`src/rtl/uart_tx_arbiter.sv`:
```
// Round-robin arbiter that shares one uart_tx among N_REQ requesters.
// Latches the winner's byte and frame format, then sequences start/done/timeout and an idle gap.
module uart_tx_arbiter #(
    parameter int N_REQ         = 4,
    parameter int GAP_TICKS     = 16,
    parameter int TIMEOUT_TICKS = 4096
) (
    input  logic                     clk,
    input  logic                     reset,
    input  logic [N_REQ-1:0]         req_valid,
    input  logic [8*N_REQ-1:0]       req_data,
    input  logic [3*N_REQ-1:0]       req_dbit,
    input  logic [2*N_REQ-1:0]       req_sbit,
    input  logic [2*N_REQ-1:0]       req_parity,
    output logic [N_REQ-1:0]         req_ready,
    output logic [N_REQ-1:0]         req_done,
    input  logic                     s_tick,
    input  logic                     tx_done_tick,
    output logic                     tx_start,
    output logic [7:0]               tx_din,
    output logic [2:0]               dbit_select_o,
    output logic [1:0]               sbit_select_o,
    output logic [1:0]               parity_select_o,
    output logic                     busy,
    output logic [$clog2(N_REQ)-1:0] grant_id,
    output logic                     timeout_err
);

    localparam int GW    = $clog2(N_REQ);
    localparam int WD_W  = (TIMEOUT_TICKS > 1) ? $clog2(TIMEOUT_TICKS) : 1;
    localparam int GAP_W = (GAP_TICKS > 1) ? $clog2(GAP_TICKS) : 1;
    localparam logic [WD_W-1:0]  WD_LAST  = WD_W'(TIMEOUT_TICKS - 1);
    localparam logic [GAP_W-1:0] GAP_LAST = GAP_W'((GAP_TICKS > 0) ? GAP_TICKS - 1 : 0);
    localparam logic [GW:0]      N_W      = (GW+1)'(N_REQ);

    typedef enum logic [1:0] {S_IDLE, S_START, S_BUSY, S_GAP} state_t;

    localparam state_t AFTER_FRAME = (GAP_TICKS == 0) ? S_IDLE : S_GAP;

    state_t            state_q, state_d;
    logic [GW-1:0]     last_grant_q, last_grant_d;
    logic [GW-1:0]     grant_id_q, grant_id_d;
    logic [WD_W-1:0]   wd_cnt_q, wd_cnt_d;
    logic [GAP_W-1:0]  gap_cnt_q, gap_cnt_d;
    logic [N_REQ-1:0]  req_ready_q, req_ready_d;
    logic [N_REQ-1:0]  req_done_q, req_done_d;
    logic              tx_start_q, tx_start_d;
    logic              busy_q, busy_d;
    logic              timeout_err_q, timeout_err_d;
    logic [7:0]        tx_din_q, tx_din_d;
    logic [2:0]        dbit_q, dbit_d;
    logic [1:0]        sbit_q, sbit_d;
    logic [1:0]        parity_q, parity_d;

    logic              found;
    logic [GW:0]       cand;
    logic [GW-1:0]     win;
    logic [2:0]        win_dbit;
    logic [1:0]        win_sbit;
    logic [1:0]        win_parity;

    // Round-robin search starting just after the last grant; first valid hit wins.
    always_comb begin
        found = 1'b0;
        cand  = '0;
        win   = '0;
        for (int off = 1; off <= N_REQ; off++) begin
            cand = {1'b0, last_grant_q} + (GW+1)'(off);
            if (cand >= N_W) begin
                cand = cand - N_W;
            end
            if (!found && req_valid[cand[GW-1:0]]) begin
                found = 1'b1;
                win   = cand[GW-1:0];
            end
        end
        win_dbit   = req_dbit[3*win +: 3];
        win_sbit   = req_sbit[2*win +: 2];
        win_parity = req_parity[2*win +: 2];
    end

    always_comb begin
        state_d       = state_q;
        last_grant_d  = last_grant_q;
        grant_id_d    = grant_id_q;
        wd_cnt_d      = wd_cnt_q;
        gap_cnt_d     = gap_cnt_q;
        tx_din_d      = tx_din_q;
        dbit_d        = dbit_q;
        sbit_d        = sbit_q;
        parity_d      = parity_q;
        req_ready_d   = '0;
        req_done_d    = '0;
        tx_start_d    = 1'b0;
        timeout_err_d = 1'b0;

        case (state_q)
            S_IDLE: begin
                if (found) begin
                    state_d          = S_START;
                    req_ready_d[win] = 1'b1;
                    grant_id_d       = win;
                    last_grant_d     = win;
                    tx_start_d       = 1'b1;
                    tx_din_d         = req_data[8*win +: 8];
                    // Illegal encodings are folded onto the nearest legal frame format.
                    dbit_d           = win_dbit[2] ? 3'b011 : win_dbit;
                    sbit_d           = (win_sbit == 2'b11) ? 2'b10 : win_sbit;
                    parity_d         = (win_parity == 2'b11) ? 2'b00 : win_parity;
                end
            end
            S_START: begin
                wd_cnt_d = '0;
                state_d  = S_BUSY;
            end
            S_BUSY: begin
                // A done arriving on the final watchdog tick still counts as success.
                if (tx_done_tick) begin
                    req_done_d[grant_id_q] = 1'b1;
                    gap_cnt_d              = '0;
                    state_d                = AFTER_FRAME;
                end else if (s_tick) begin
                    if (wd_cnt_q == WD_LAST) begin
                        timeout_err_d = 1'b1;
                        gap_cnt_d     = '0;
                        state_d       = AFTER_FRAME;
                    end else begin
                        wd_cnt_d = wd_cnt_q + 1'b1;
                    end
                end
            end
            S_GAP: begin
                if (s_tick) begin
                    if (gap_cnt_q == GAP_LAST) begin
                        state_d = S_IDLE;
                    end else begin
                        gap_cnt_d = gap_cnt_q + 1'b1;
                    end
                end
            end
            default: state_d = S_IDLE;
        endcase

        busy_d = (state_d != S_IDLE);
    end

    always_ff @(posedge clk) begin
        if (reset) begin
            state_q       <= S_IDLE;
            last_grant_q  <= GW'(N_REQ - 1);
            grant_id_q    <= '0;
            wd_cnt_q      <= '0;
            gap_cnt_q     <= '0;
            req_ready_q   <= '0;
            req_done_q    <= '0;
            tx_start_q    <= 1'b0;
            busy_q        <= 1'b0;
            timeout_err_q <= 1'b0;
            tx_din_q      <= 8'h00;
            dbit_q        <= 3'b011;
            sbit_q        <= 2'b00;
            parity_q      <= 2'b00;
        end else begin
            state_q       <= state_d;
            last_grant_q  <= last_grant_d;
            grant_id_q    <= grant_id_d;
            wd_cnt_q      <= wd_cnt_d;
            gap_cnt_q     <= gap_cnt_d;
            req_ready_q   <= req_ready_d;
            req_done_q    <= req_done_d;
            tx_start_q    <= tx_start_d;
            busy_q        <= busy_d;
            timeout_err_q <= timeout_err_d;
            tx_din_q      <= tx_din_d;
            dbit_q        <= dbit_d;
            sbit_q        <= sbit_d;
            parity_q      <= parity_d;
        end
    end

    assign req_ready       = req_ready_q;
    assign req_done        = req_done_q;
    assign tx_start        = tx_start_q;
    assign busy            = busy_q;
    assign timeout_err     = timeout_err_q;
    assign grant_id        = grant_id_q;
    assign tx_din          = tx_din_q;
    assign dbit_select_o   = dbit_q;
    assign sbit_select_o   = sbit_q;
    assign parity_select_o = parity_q;

endmodule

```
`config.mk`:
```
export PLATFORM = sky130hd
export DESIGN_NAME = uart_tx_arbiter
export DESIGN_NICKNAME = d
export VERILOG_FILES = /design/src/rtl/uart_tx_arbiter.sv
export SDC_FILE = /design/constraint.sdc
export NUM_CORES = 1
export LEC_CHECK = 0
export BUFFER_PORTS_ARGS = -buffer_cell sky130_fd_sc_hd__buf_2
export CAP_MARGIN = 20
export CELL_PAD_IN_SITES_DETAIL_PLACEMENT = 2
export CELL_PAD_IN_SITES_GLOBAL_PLACEMENT = 2
export CORE_MARGIN = 8
export CORE_UTILIZATION = 27
export CTS_CLUSTER_DIAMETER = 50
export DETAILED_ROUTE_END_ITERATION = 10
export PLACE_DENSITY_LB_ADDON = 0.1
export REMOVE_ABC_BUFFERS = 1
export SLEW_MARGIN = 30
export SYNTH_ARGS = -nofsm -noshare
export SYNTH_HDL_FRONTEND = slang
export SYNTH_SLANG_ARGS = --single-unit
```
`constraint.sdc`:
```
create_clock -name clk -period 2.45 [get_ports clk]
set_input_delay 0.49 -clock clk [delete_from_list [all_inputs] [get_ports clk]]
set_output_delay 0.49 -clock clk [all_outputs]
set_load 0.01 [all_outputs]
```
==> results.txt <==
Outcome: completed
Post-CTS sizing: 0
Kind of critical path: reg2reg
Pwr dens: 655.5 mW/mm2
Seq cells post-synth: 47
Clock Latency Late Sink: 0.30 ns
Max Clock Freq: 446.9 MHz
Register area share after synthesis: 0.3981
Initial core utilization: 0.2750
Most frequent cells in the layout: buf_2, dfxtp_1, nand2_1, nor2_1, mux2i_1
Die H: 109.6 um
Predominant post-synthesis flop cell: dfxtp_1
Arr. time, crit path: 2.48 ns
Share of cells above drive strength 1: 0.3073
Commonest non-fill, non-tap cell in the layout: buf_2
CP cell instances: nor3b_1 > a311oi_4 > buf_12 > mux2i_1 > mux2i_1 > a2111oi_0 > a31o_1
First-pass GRT wire length: 13190 um
RSZ-0062 raised after global routing: false
VDD IR max: 236.6 uV
Util after Layout: 0.3579
Grt ovf: 0
Yosys cell types: 43
Crit-path leading delay family: compound AO/OA/AOI/OAI gates
Total CTS buffers: 5
Final worst path period need: 2.238 ns
Slowest cell on the critical path: a2111oi_0
Htree depth: 2
Total track usage: 0.1358
Vias: 2344
Synth warnings: 0
CP most frequent cell: mux2i_1
Row cnt: 34
Layout Nets: 440
Crit path buffers/inverters: 1
Max-cap viol count: 0
Asr flop ratio synth: 0
DRT iter0 DRCs: 54
TritonRoute pass-1 iters: 4
Setup WS post-layout: 0.2122 ns
Max Slew Vio Count: 0
Endpoints failing hold: 0
CTS Hold Bufs: 0
# IOs: 96
Chip width: 109.6 um
Static Leakage: 0.001384 uW
Slowest Stage Delay on Critical Path: 0.54 ns
Core footprint: 0.008593 mm2
WL final: 7713 um
Clock Pin Slew Worst Setup and Hold Paths: 0.09 ns
Largest net degree at the start of global routing: 26
Syn Inst Count: 275
Critical Path End Type: flip-flop
Area of the die: 0.01200 mm2
Max transition margin: 0.6114
Total power: 2016 uW
Max Root-Sink Buffers: 2
RD Place Congestion: 0.6898
Avg Cell Area, Syn: 8.595 um2
Mapped cell area: 0.002364 mm2
R2r setup slk: 0.21 ns
Wire per inst: 16.10 um
Initial antenna violation count: 0
# clock sinks: 47
Detailed Place HPWL: 6303 um
Antenna Cells: 0
Clock skew: 0.006183 ns
Post-synth EDFFs: 0
Via/cell ratio: 4.894
Required time worst endpoint: 2.69 ns
Area growth syn-to-layout: 30.12%
# DRC: 0
# setup viols final: 0
Via count of the first global-routing pass: 2696
Crit path max fanout: 25
Pre-CTS WS: -0.06951 ns
Setup tns final: 0 ns
Post-CTS Setup Bufs: 0
Final Cycle Share: 0.9134
ANT nets after route: 0
TritonCTS clock tree: built
Setup crit start kind: flip-flop
Clock Tree Root: clkbuf_8
Worst Hold Class: reg2reg
Port Buffers: 94
Pin slew with the least headroom to its limit: 0.5683 ns
area by class of cell:
cell class                 count  area [um2]
clock buffer                   5       68.82
clock inverter                 3       20.02
fill                        1026        5518
inverter                       7       26.28
multi-input combinational    206        1321
sequential                    47       940.9
tap                          108       135.1
timing repair buffer         103       563.0
metrics by stage:
step                      hold slack [ns]  instance area, um2  instances
after global routing               0.4921                3075        479
after detailed placement           0.4581                2987        471
after CTS                          0.4733                3075        479
after floorplan                    0.4537                2288        260
final                              0.4705                3075        479
after global placement             0.4424                2987        471
Yosys cell counts (3+ instances only):
| cell type | number | area share |
|---|---|---|
| xor2_1 | 8 | 0.030 |
| nand2_1 | 37 | 0.059 |
| mux2i_1 | 27 | 0.11 |
| xnor2_1 | 4 | 0.015 |
| o21bai_1 | 3 | 0.0095 |
| a211oi_1 | 4 | 0.013 |
| clkbuf_1 | 7 | 0.011 |
| nor2_1 | 32 | 0.051 |
| dfxtp_1 | 47 | 0.40 |
| and2_1 | 4 | 0.011 |
| and3_1 | 6 | 0.016 |
| nand2b_1 | 6 | 0.016 |
| nor3_1 | 8 | 0.017 |
| o21ai_0 | 3 | 0.0064 |
| nor3b_1 | 3 | 0.0095 |
| a21oi_1 | 15 | 0.032 |
| nand3_1 | 5 | 0.011 |
| inv_1 | 7 | 0.011 |
| buf_2 | 6 | 0.013 |
| a32o_1 | 8 | 0.034 |
| nand4_1 | 7 | 0.019 |
state kept, by name, summed over array words and instances (netlist names):
signal / flops
busy: 1
dbit_select_o: 2
gap_cnt_q: 4
grant_id: 2
last_grant_q: 2
parity_select_o: 2
req_done: 4
req_ready: 4
sbit_select_o: 2
state_q: 2
timeout_err: 1
tx_din: 8
tx_start: 1
wd_cnt_q: 12
logic make-up (layout without fill, tap and decap cells):
family | Yosys count | in the layout | synth area share
buffers and inverters | 22 | 118 | 0.04289
DFF | 47 | 47 | 0.3981
muxes | 27 | 27 | 0.1143
and+or+nand+nor | 120 | 120 | 0.2472
xor gates and xnor gates | 12 | 12 | 0.04447
adders and majority gates | 2 | 2 | 0.01059
AOI/OAI and AO/OA | 44 | 44 | 0.1408
other | 1 | 1 | 0.001587
power breakdown:
group | leakage (uW) | switching, uW | internal (uW)
Sequential | 0.000384 | 60.8 | 839
Combinational | 0.000960 | 345 | 295
Clock | 0.0000402 | 277 | 199
Total | 0.00138 | 682 | 1330
per-layer routing:
metal,share of wire,wire length [um],GRT usage
met2,0.48,3674,0.2300
met5,0,0,0
met3,0.080,616,0.05686
met4,0.010,78,0.03182
met1,0.43,3344,0.1552
worst register-to-register path, cell delays in order, from the launching register on:
cell       delay (ns)
dfxtp_1          0.49
nor3b_1          0.15
a311oi_4         0.32
buf_12           0.22
mux2i_1          0.20
mux2i_1          0.11
a2111oi_0        0.54
a31o_1           0.17
worst paths after layout:
path	from	endpoint	depth (start not counted)
max	last_grant_q[1]$_SDFFE_PP1N_	sbit_select_o[0]$_SDFFE_PP0N_	7
min	sbit_select_o[1]$_SDFFE_PP0N_	sbit_select_o[1]$_SDFFE_PP0N_	2
max reg2reg	last_grant_q[1]$_SDFFE_PP1N_	sbit_select_o[0]$_SDFFE_PP0N_	7
min reg2reg	sbit_select_o[1]$_SDFFE_PP0N_	sbit_select_o[1]$_SDFFE_PP0N_	2
No activity file was read; power rests on OpenSTA's default activity.
